File: src/rtl/quad_debounce.sv
// Per-channel stability filter for quadrature phases A/B, with same-edge update flagging.
// Define QDEB_GLITCH_CNT_EN to add the saturating rejected-glitch counter output o_glitch_cnt.
module quad_debounce #(
  parameter int unsigned p_STABLE_CYCLES = 1000,
  parameter int unsigned p_CNT_WIDTH     = 10,
  parameter logic [1:0]  p_RESET_VAL     = 2'b11
) (
  input  logic       CLK,
  input  logic       RST,
  input  logic       i_phase_a,
  input  logic       i_phase_b,
  output logic       o_phase_a,
  output logic       o_phase_b,
  output logic       o_change,
  output logic       o_double
`ifdef QDEB_GLITCH_CNT_EN
  ,
  output logic [7:0] o_glitch_cnt
`endif
);

  localparam logic [p_CNT_WIDTH-1:0] LAST = p_CNT_WIDTH'(p_STABLE_CYCLES - 1);
  localparam logic [p_CNT_WIDTH-1:0] ONE  = p_CNT_WIDTH'(1);

  typedef enum logic {IDLE = 1'b0, PEND = 1'b1} state_t;

  state_t                 state_q [2];
  state_t                 state_d [2];
  logic [p_CNT_WIDTH-1:0] cnt_q   [2];
  logic [p_CNT_WIDTH-1:0] cnt_d   [2];
  logic [1:0]             raw;
  logic [1:0]             out_q;
  logic [1:0]             out_d;
  logic [1:0]             upd;

  // Bit 1 carries phase A, bit 0 phase B, matching the {a,b} order of p_RESET_VAL.
  assign raw       = {i_phase_a, i_phase_b};
  assign o_phase_a = out_q[1];
  assign o_phase_b = out_q[0];

  always_ff @(posedge CLK or posedge RST) begin
    if (RST) begin
      for (int unsigned i = 0; i < 2; i++) begin
        state_q[i] <= IDLE;
        cnt_q[i]   <= '0;
      end
      out_q    <= p_RESET_VAL;
      o_change <= 1'b0;
      o_double <= 1'b0;
    end else begin
      for (int unsigned i = 0; i < 2; i++) begin
        state_q[i] <= state_d[i];
        cnt_q[i]   <= cnt_d[i];
      end
      out_q    <= out_d;
      o_change <= |upd;
      o_double <= &upd;
    end
  end

  always_comb begin
    out_d = out_q;
    upd   = '0;
    for (int unsigned i = 0; i < 2; i++) begin
      state_d[i] = state_q[i];
      cnt_d[i]   = cnt_q[i];
      case (state_q[i])
        IDLE: begin
          if (raw[i] != out_q[i]) begin
            // A one-cycle filter accepts on the first differing sample, so no PEND visit.
            if (p_STABLE_CYCLES == 1) begin
              out_d[i] = raw[i];
              upd[i]   = 1'b1;
            end else begin
              state_d[i] = PEND;
              cnt_d[i]   = ONE;
            end
          end
        end
        PEND: begin
          if (raw[i] == out_q[i]) begin
            state_d[i] = IDLE;
            cnt_d[i]   = '0;
          end else if (cnt_q[i] == LAST) begin
            out_d[i]   = raw[i];
            upd[i]     = 1'b1;
            state_d[i] = IDLE;
            cnt_d[i]   = '0;
          end else begin
            cnt_d[i] = cnt_q[i] + ONE;
          end
        end
        default: begin
          state_d[i] = IDLE;
          cnt_d[i]   = '0;
        end
      endcase
    end
  end

`ifdef QDEB_GLITCH_CNT_EN
  logic [1:0] abort;
  logic [1:0] n_abort;
  logic [8:0] glitch_sum;

  assign abort[1]   = (state_q[1] == PEND) && (raw[1] == out_q[1]);
  assign abort[0]   = (state_q[0] == PEND) && (raw[0] == out_q[0]);
  assign n_abort    = {1'b0, abort[1]} + {1'b0, abort[0]};
  assign glitch_sum = {1'b0, o_glitch_cnt} + {7'b0, n_abort};

  always_ff @(posedge CLK or posedge RST) begin
    if (RST) begin
      o_glitch_cnt <= '0;
    end else begin
      o_glitch_cnt <= glitch_sum[8] ? 8'hFF : glitch_sum[7:0];
    end
  end
`endif

endmodule

File: config.mk
export PLATFORM = sky130hd
export DESIGN_NAME = quad_debounce
export DESIGN_NICKNAME = d
export VERILOG_FILES = /design/src/rtl/quad_debounce.sv
export SDC_FILE = /design/constraint.sdc
export NUM_CORES = 1
export LEC_CHECK = 0
export CORE_AREA = 2 2 45 67
export CTS_CLUSTER_SIZE = 24
export DETAILED_ROUTE_END_ITERATION = 16
export DIE_AREA = 0 0 47 69
export GPL_ROUTABILITY_DRIVEN = 0
export PLACE_DENSITY = 0.77
export SYNTH_ARGS = -nofsm -noshare
export SYNTH_HDL_FRONTEND = slang
export SYNTH_SLANG_ARGS = --single-unit
export TNS_END_PERCENT = 30
File: constraint.sdc
create_clock -name CLK -period 1.6 [get_ports CLK]
set_input_delay 0.24 -clock CLK [delete_from_list [all_inputs] [get_ports CLK]]
set_output_delay 0.24 -clock CLK [all_outputs]
set_load 0.005 [all_outputs]
==> results of run 1 <==
## cells by family (layout without fill, tap and decap cells)
group	count (synthesis)	in the layout	share of synthesized area
muxes	2	2	0.01692
buffers and inverters	1	37	0.002817
and+or+nand+nor	64	64	0.2575
DFF	26	26	0.4906
AOI/OAI and AO/OA	34	34	0.1682
adders and majority gates	2	2	0.01879
xor gates and xnor gates	6	6	0.04512
## sequential cells by signal, indices dropped and copies added, names as in the netlist
name / flops
o_change: 1
state_q: 2
out_q: 2
cnt_q: 20
o_double: 1
## worst paths after layout
| kind | to | depth (start not counted) | slack (ns) |
|---|---|---|---|
| worst min-delay path | o_change | 3 | 0.36 |
| min in group CLK | cnt_q[19] | 1 | 0.52 |
| worst max-delay path | cnt_q[13] | 6 | -0.03 |
| worst min register to register | cnt_q[19] | 1 | 0.52 |
| max in group asynchronous | out_q[0] | 3 | 0.95 |
| worst max register to register | cnt_q[13] | 6 | -0.03 |
## final cells by class
cell class                 count  area, um2  area share
tap                           37      46.29     0.02666
clock buffer                   4      55.05     0.03170
multi-input combinational    108      715.7      0.4121
sequential                    26      653.1      0.3761
inverter                       1      3.754    0.002161
timing repair buffer          32      262.8      0.1513
## timing repair
item	in CTS	in global routing
resized for setup	1	9
gates cloned	0	0
pin swaps	0	4
hold endpoints to repair	0	0
endpoints found under the setup margin	2	18
buffers inserted	1	3
hold buffers	0	0
## cell usage after synthesis, drive strengths merged, types with 3 or more instances
library cell  number  area (um2)
nand3             10       50.05
a31oi              3       18.77
nor3               8       62.56
o21ai             11       55.05
xor2               4       42.55
nor2              13       58.81
a21oi              4       20.02
dfrtp             24       600.6
a21o               6       45.04
nand2             19       76.32
a22o               8       70.07
or2                7       43.80
## metal layers
layer  GRT usage  up-vias  routed length, um
met5           0        -                  0
met4     0.09877        0                 68
met3     0.02356        6                 48
met2      0.3683       17               1814
met1      0.2453      569               1215
li1            -      555                  -
## power by group through the flow
stage	combinational (mW)	clock, mW	sequential (mW)
final	0.307	0.418	0.758
after global routing	0.339	0.457	0.764
after CTS	0.260	0.426	0.746
after detailed placement	0.252	0	0.759
after global placement	0.240	0	0.755
after floorplan	0.143	0	0.748
## worst register-to-register path: stages, from the launching register on
cell	delay, ns
sky130_fd_sc_hd__dfrtp_1	0.43
sky130_fd_sc_hd__ha_4	0.17
sky130_fd_sc_hd__nand4b_1	0.16
sky130_fd_sc_hd__nor3_4	0.31
sky130_fd_sc_hd__nor2_4	0.10
sky130_fd_sc_hd__buf_4	0.15
sky130_fd_sc_hd__a22o_1	0.19
## per-stage QoR
| step | total power, mW | setup TNS [ns] | hold slack, ns | setup slack (ns) | area [um2] |
|---|---|---|---|---|---|
| 3_3_place_gp | 0.9945 | -0.2530 | 0.4917 | -0.04380 | 1605 |
| 3_5_place_dp | 1.011 | -1.343 | 0.4935 | -0.1848 | 1605 |
| 2_1_floorplan | 0.8910 | 0 | 0.2785 | 0.07598 | 1331 |
| 5_1_grt | 1.560 | -0.7395 | 0.3869 | -0.1088 | 1737 |
| 4_1_cts | 1.432 | 0 | 0.3623 | 0.007286 | 1670 |
| 6_report | 1.483 | -0.06397 | 0.3617 | -0.02843 | 1737 |
==> impl_summary.log, run 1 <==
[metrics] RR Startpoint: cnt_q[11]
[metrics] Slew HR: 0.7100
[metrics] post-synth cell types: 31
[metrics] Final Hold Fails: 0
[metrics] post-synthesis area per instance: 9.861 um2
[metrics] worst ir drop on vdd: 0.5985 mV
[metrics] number of buffer cells added on primary ports: 7
[metrics] Starting Density: 0.5028
[metrics] Buf/Inv on CP: 1
[metrics] cell family with the largest share of critical-path delay: simple AND/OR/NAND/NOR gates
[metrics] Post-Place Cells: 200
[metrics] Crit Path Max Fanout: 8
[metrics] data arrival at the endpoint of the critical path: 1.79 ns
[metrics] part of the Yosys area used for sequential elements: 0.4906
[metrics] first-pass iteration count of the detailed router: 4
[metrics] total vias in the final route: 1147
[metrics] cell with the biggest individual delay on the critical path: sky130_fd_sc_hd__dfrtp_1
[metrics] via count of the first global-routing pass: 1210
[metrics] actual transition at the worst max-transition pin: 0.4334 ns
[metrics] overall routed net length: 3147 um
[metrics] DR iter-0 viols: 31
[metrics] Post-Syn Nets: 141
[metrics] post-synthesis register bit count: 26
[metrics] area grow syn2layout: 30.45%
[metrics] Cells after Synth: 135
[metrics] height of the chip: 69 um
[metrics] global-route wire length before repair: 5161 um
[metrics] final worst setup slack: -0.02843 ns
[metrics] ant diodes: 0
[metrics] Switching Fraction: 0.2666
[metrics] sequential group share of total power: 0.511
[metrics] ys flop type: sky130_fd_sc_hd__dfrtp_1
[metrics] overall overflow remaining after global route: 0
[metrics] Pwr per Cell Area: 854.0 mW/mm2
[metrics] die outline area: 0.003243 mm2
[metrics] standby leakage power: 0.8100 nW
[metrics] hpwl dp: 2302 um
[metrics] ordered cell list for the critical path: ha_4, nand4b_1, nor3_4, nor2_4, buf_4, a22o_1
[metrics] critical path startpoint: cnt_q[11]
[metrics] Final #Nets: 178
[metrics] Highest Clock Rate: 0.6141 GHz
[metrics] number of setup violations in the final report: 4
[metrics] clk root buf: sky130_fd_sc_hd__clkbuf_8
[metrics] number of nets with antenna violations after detailed routing: 0
[metrics] fraction of registers with async set or reset after synthesis: 1.000
[metrics] count of pins on the block boundary: 8
[metrics] number of core rows: 23
[metrics] Post-Synthesis Cell Area: 0.001331 mm2
[metrics] die outline width: 47 um
[metrics] Yosys warnings: 0
[metrics] P_sw: 0.3955 mW
[metrics] fraction of final layout cells with drive strength greater than 1: 0.2865
[metrics] setup repair after global routing missed its margin: yes
[metrics] clock transition time at the flip-flop clock pins of the worst setup and hold paths: 0.09 ns
[metrics] Req. time, crit path: 1.76 ns
[metrics] kind of start point of the critical path: flip-flop
[metrics] final clock skew: 0.001074 ns
[metrics] average wire per standard cell: 15.13 um
[metrics] Clock Latency Late Sink: 0.26 ns
[metrics] crit share post-route: 1.018
[metrics] most common cell after layout, fill and taps aside: sky130_fd_sc_hd__buf_4
[metrics] part of the power in the clock network: 0.282
[metrics] DRC violation count after routing: 0
[metrics] category of the worst setup path capture point: flip-flop
[metrics] Core Region: 0.002648 mm2
[metrics] number of CTS-inserted buffers: 3
[metrics] H-tree Lvls: 1
[metrics] Global Route Usage Sum: 0.2134
[metrics] Max Root-Sink Buffers: 2
[metrics] maximum cell stage delay along the critical path: 0.43 ns
[metrics] shortest period the worst path allows: 1.628 ns
[metrics] Internal: 1.088 mW
[metrics] path type of the worst min-delay path: in2async
[metrics] result of the run: finished, violations left
[metrics] final cell utilization of the core: 0.6560
[metrics] TritonCTS clock tree: built
[metrics] share of total power in combinational logic: 0.207
[metrics] pin count of the biggest net entering global routing: 27
[metrics] violated checks: negative setup slack
[metrics] number of inserted filler cells in the final layout: 207
[metrics] Avg Vias per Cell: 5.514
[metrics] post-route non-filler standard cell count: 208
[metrics] number of antenna violations at the first check in global routing: 0
[metrics] count of pins over their slew limit: 0
[metrics] top library cells by usage in the layout, fill and taps aside: sky130_fd_sc_hd__buf_4, sky130_fd_sc_hd__dfrtp_1, sky130_fd_sc_hd__nand2_1
[metrics] max-capacitance violation count: 0
[metrics] number of flops mapped to enable cells by yosys: 0
[metrics] clock sink total: 26
[metrics] Worst Setup Path Type: reg2reg
(Power assumes the default switching activity.)
==> run 2, diff against run 1 <==
--- a/config.mk
+++ b/config.mk
@@ -5,6 +5,7 @@
 export SDC_FILE = /design/constraint.sdc
 export NUM_CORES = 1
 export LEC_CHECK = 0
+export CAP_MARGIN = 0
 export CORE_AREA = 2 2 45 67
 export CTS_CLUSTER_SIZE = 24
 export DETAILED_ROUTE_END_ITERATION = 16
==> results of run 2 <==
Same layout as run 1: the final DEF is identical, and so are final timing and power.
==> run 3, diff against run 2 <==
--- a/config.mk
+++ b/config.mk
@@ -11,7 +11,7 @@
 export DETAILED_ROUTE_END_ITERATION = 16
 export DIE_AREA = 0 0 47 69
 export GPL_ROUTABILITY_DRIVEN = 0
-export PLACE_DENSITY = 0.77
+export PLACE_DENSITY = 0.71
 export SYNTH_ARGS = -nofsm -noshare
 export SYNTH_HDL_FRONTEND = slang
 export SYNTH_SLANG_ARGS = --single-unit
==> run 3 against run 2 <==
The flow still finishes with violations (negative setup slack); clock power is 10% lower; die area stayed put; combinational power is 4% higher; cell area is 0.94% lower; non-clock buffer count stayed put; clock skew is 0.0039 ns higher; register-to-register slack better by 0.02 ns; critical path depth is 1 lower; sequential power is 1% lower; maximum frequency is 0.93% higher; core utilization is 0.61 points lower; routed wire length is 5.5% lower; largest cell class unchanged.
==> impl_summary.log, run 3 (synthesized netlist as in run 1, its figures left out) <==
[metrics] standby leakage power: 0.7935 nW
[metrics] path type of the worst min-delay path: in2async
[metrics] number of setup violations in the final report: 2
[metrics] fraction of final layout cells with drive strength greater than 1: 0.2807
[metrics] registers with the most flip-flops: cnt_q (20), out_q (2), state_q (2)
[metrics] slack of the worst reg-to-reg path: -0.01 ns
[metrics] cell with the biggest individual delay on the critical path: sky130_fd_sc_hd__dfrtp_1
[metrics] clock transition time at the flip-flop clock pins of the worst setup and hold paths: 0.09 ns
[metrics] DRC violation count after routing: 0
[metrics] Starting Density: 0.5028
[metrics] number of buffer cells added on primary ports: 7
[metrics] Req. time, crit path: 1.76 ns
[metrics] crit share post-route: 1.008
[metrics] hpwl dp: 2234 um
[metrics] Crit Path Max Fanout: 8
[metrics] shortest period the worst path allows: 1.613 ns
[metrics] met2 demand-to-capacity share in global routing: 0.3653
[metrics] final worst setup slack: -0.01335 ns
[metrics] Slew HR: 0.6865
[metrics] DR iter-0 viols: 42
[metrics] final clock skew: 0.004991 ns
[metrics] Final #Nets: 178
[metrics] TritonCTS clock tree: built
[metrics] count of pins on the block boundary: 8
[metrics] critical path startpoint: cnt_q[14]
[metrics] top library cells by usage in the layout, fill and taps aside: sky130_fd_sc_hd__dfrtp_1, sky130_fd_sc_hd__buf_4, sky130_fd_sc_hd__nand2_1
[metrics] footprint of the multi-input gates: 708.2 um2
[metrics] area grow syn2layout: 29.23%
[metrics] Avg Vias per Cell: 5.442
[metrics] ordered cell list for the critical path: nand4b_1, nor3_4, nor2_4, a21o_1, a22o_1
[metrics] met3 track demand over resource: 0.03141
[metrics] overall routed net length: 2974 um
[metrics] height of the chip: 69 um
[metrics] GRT Max-Usage Layer: met2
[metrics] result of the run: finished, violations left
[metrics] kind of start point of the critical path: flip-flop
[metrics] first-pass iteration count of the detailed router: 4
[metrics] total vias in the final route: 1132
[metrics] actual transition at the worst max-transition pin: 0.4685 ns
[metrics] number of flip-flops under the largest register name: 20
[metrics] terminus of the critical flop-to-flop path: cnt_q[13]
[metrics] max-capacitance violation count: 0
[metrics] pin count of the biggest net entering global routing: 27
[metrics] average wire per standard cell: 14.30 um
[metrics] Highest Clock Rate: 0.6198 GHz
[metrics] capturing element of the worst setup path: cnt_q[13]
[metrics] number of antenna violations at the first check in global routing: 0
[metrics] clock sink total: 26
[metrics] met1 global-route usage: 0.2272
[metrics] number of CTS-inserted buffers: 3
[metrics] pre-CTS setup slack: -0.1927 ns
[metrics] die outline area: 0.003243 mm2
[metrics] Clock Latency Late Sink: 0.27 ns
[metrics] register containing the most flip-flops in the final layout: cnt_q
[metrics] ant diodes: 0
[metrics] via count of the first global-routing pass: 1188
[metrics] Global Route Usage Sum: 0.2096
[metrics] category of the worst setup path capture point: flip-flop
[metrics] Final Total Pwr: 1.441 mW
[metrics] H-tree Lvls: 1
[metrics] clk root buf: sky130_fd_sc_hd__clkbuf_8
[metrics] violated checks: negative setup slack
[metrics] die outline width: 47 um
[metrics] setup repair after global routing missed its margin: yes
[metrics] number of nets with antenna violations after detailed routing: 0
[metrics] Register Area: 653.1 um2
[metrics] Core Region: 0.002648 mm2
[metrics] Final Hold Slack: 0.3314 ns
[metrics] number of inserted filler cells in the final layout: 236
[metrics] data arrival at the endpoint of the critical path: 1.78 ns
[metrics] logic depth of the worst register-to-register path: 5
[metrics] CTS Hold Buffers Added: 0
[metrics] worst ir drop on vdd: 0.6133 mV
[metrics] setup total negative slack: -0.02523 ns
[metrics] Pwr per Cell Area: 837.7 mW/mm2
[metrics] global-route wire length before repair: 4988 um
[metrics] maximum cell stage delay along the critical path: 0.46 ns
[metrics] Worst Setup Path Type: reg2reg
[metrics] number of core rows: 23
[metrics] count of pins over their slew limit: 0
[metrics] Max Root-Sink Buffers: 2
[metrics] RR Startpoint: cnt_q[14]
[metrics] final cell utilization of the core: 0.6498
[metrics] overall overflow remaining after global route: 0
[metrics] Final Hold Fails: 0
run 3: cell type report:
cell class,instances,area share
Multi-Input combinational cell,108,0.4116
Sequential cell,26,0.3796
Timing Repair Buffer,32,0.1535
Tap cell,37,0.02691
Clock buffer,4,0.02618
Inverter,1,0.002182
run 3: worst max-delay path, delay by kind of cell (launching register included):
kind	cells	cell delay (ns)
and+or+nand+nor	3	0.71
AOI/OAI and AO/OA	2	0.33
DFF	1	0.46
run 3: per-stage QoR:
step	instance area, um2	instances
final	1720	208
after global routing	1720	208
after CTS	1650	204
after detailed placement	1605	200
after global placement	1605	200
after floorplan	1331	135
run 3: routing by layer:
| layer | part of all wire | wire (um) |
|---|---|---|
| met5 | 0 | 0 |
| met4 | 0.020 | 58 |
| met3 | 0.012 | 37 |
| met2 | 0.58 | 1718 |
| met1 | 0.39 | 1159 |
run 3: repair_timing:
item                                    in CTS  in global routing
resized for setup                            0                 10
buffers inserted                             0                  4
endpoints found under the setup margin       0                 19
run 3: worst min path at each step:
| stage | from | end | slack (ns) |
|---|---|---|---|
| 2_1_floorplan | RST | cnt_q[0] | 0.28 |
| 3_3_place_gp | cnt_q[19] | cnt_q[19] | 0.49 |
| 3_5_place_dp | cnt_q[19] | cnt_q[19] | 0.49 |
| 4_1_cts | RST | cnt_q[17] | 0.34 |
| 5_1_grt | RST | cnt_q[18] | 0.37 |
| 6_report | RST | state_q[0] | 0.33 |
run 3: power breakdown:
part	leakage [nW]	internal (mW)	switching (mW)
Clock	0.0228	0.178	0.198
Combinational	0.426	0.172	0.146
Sequential	0.345	0.700	0.0476
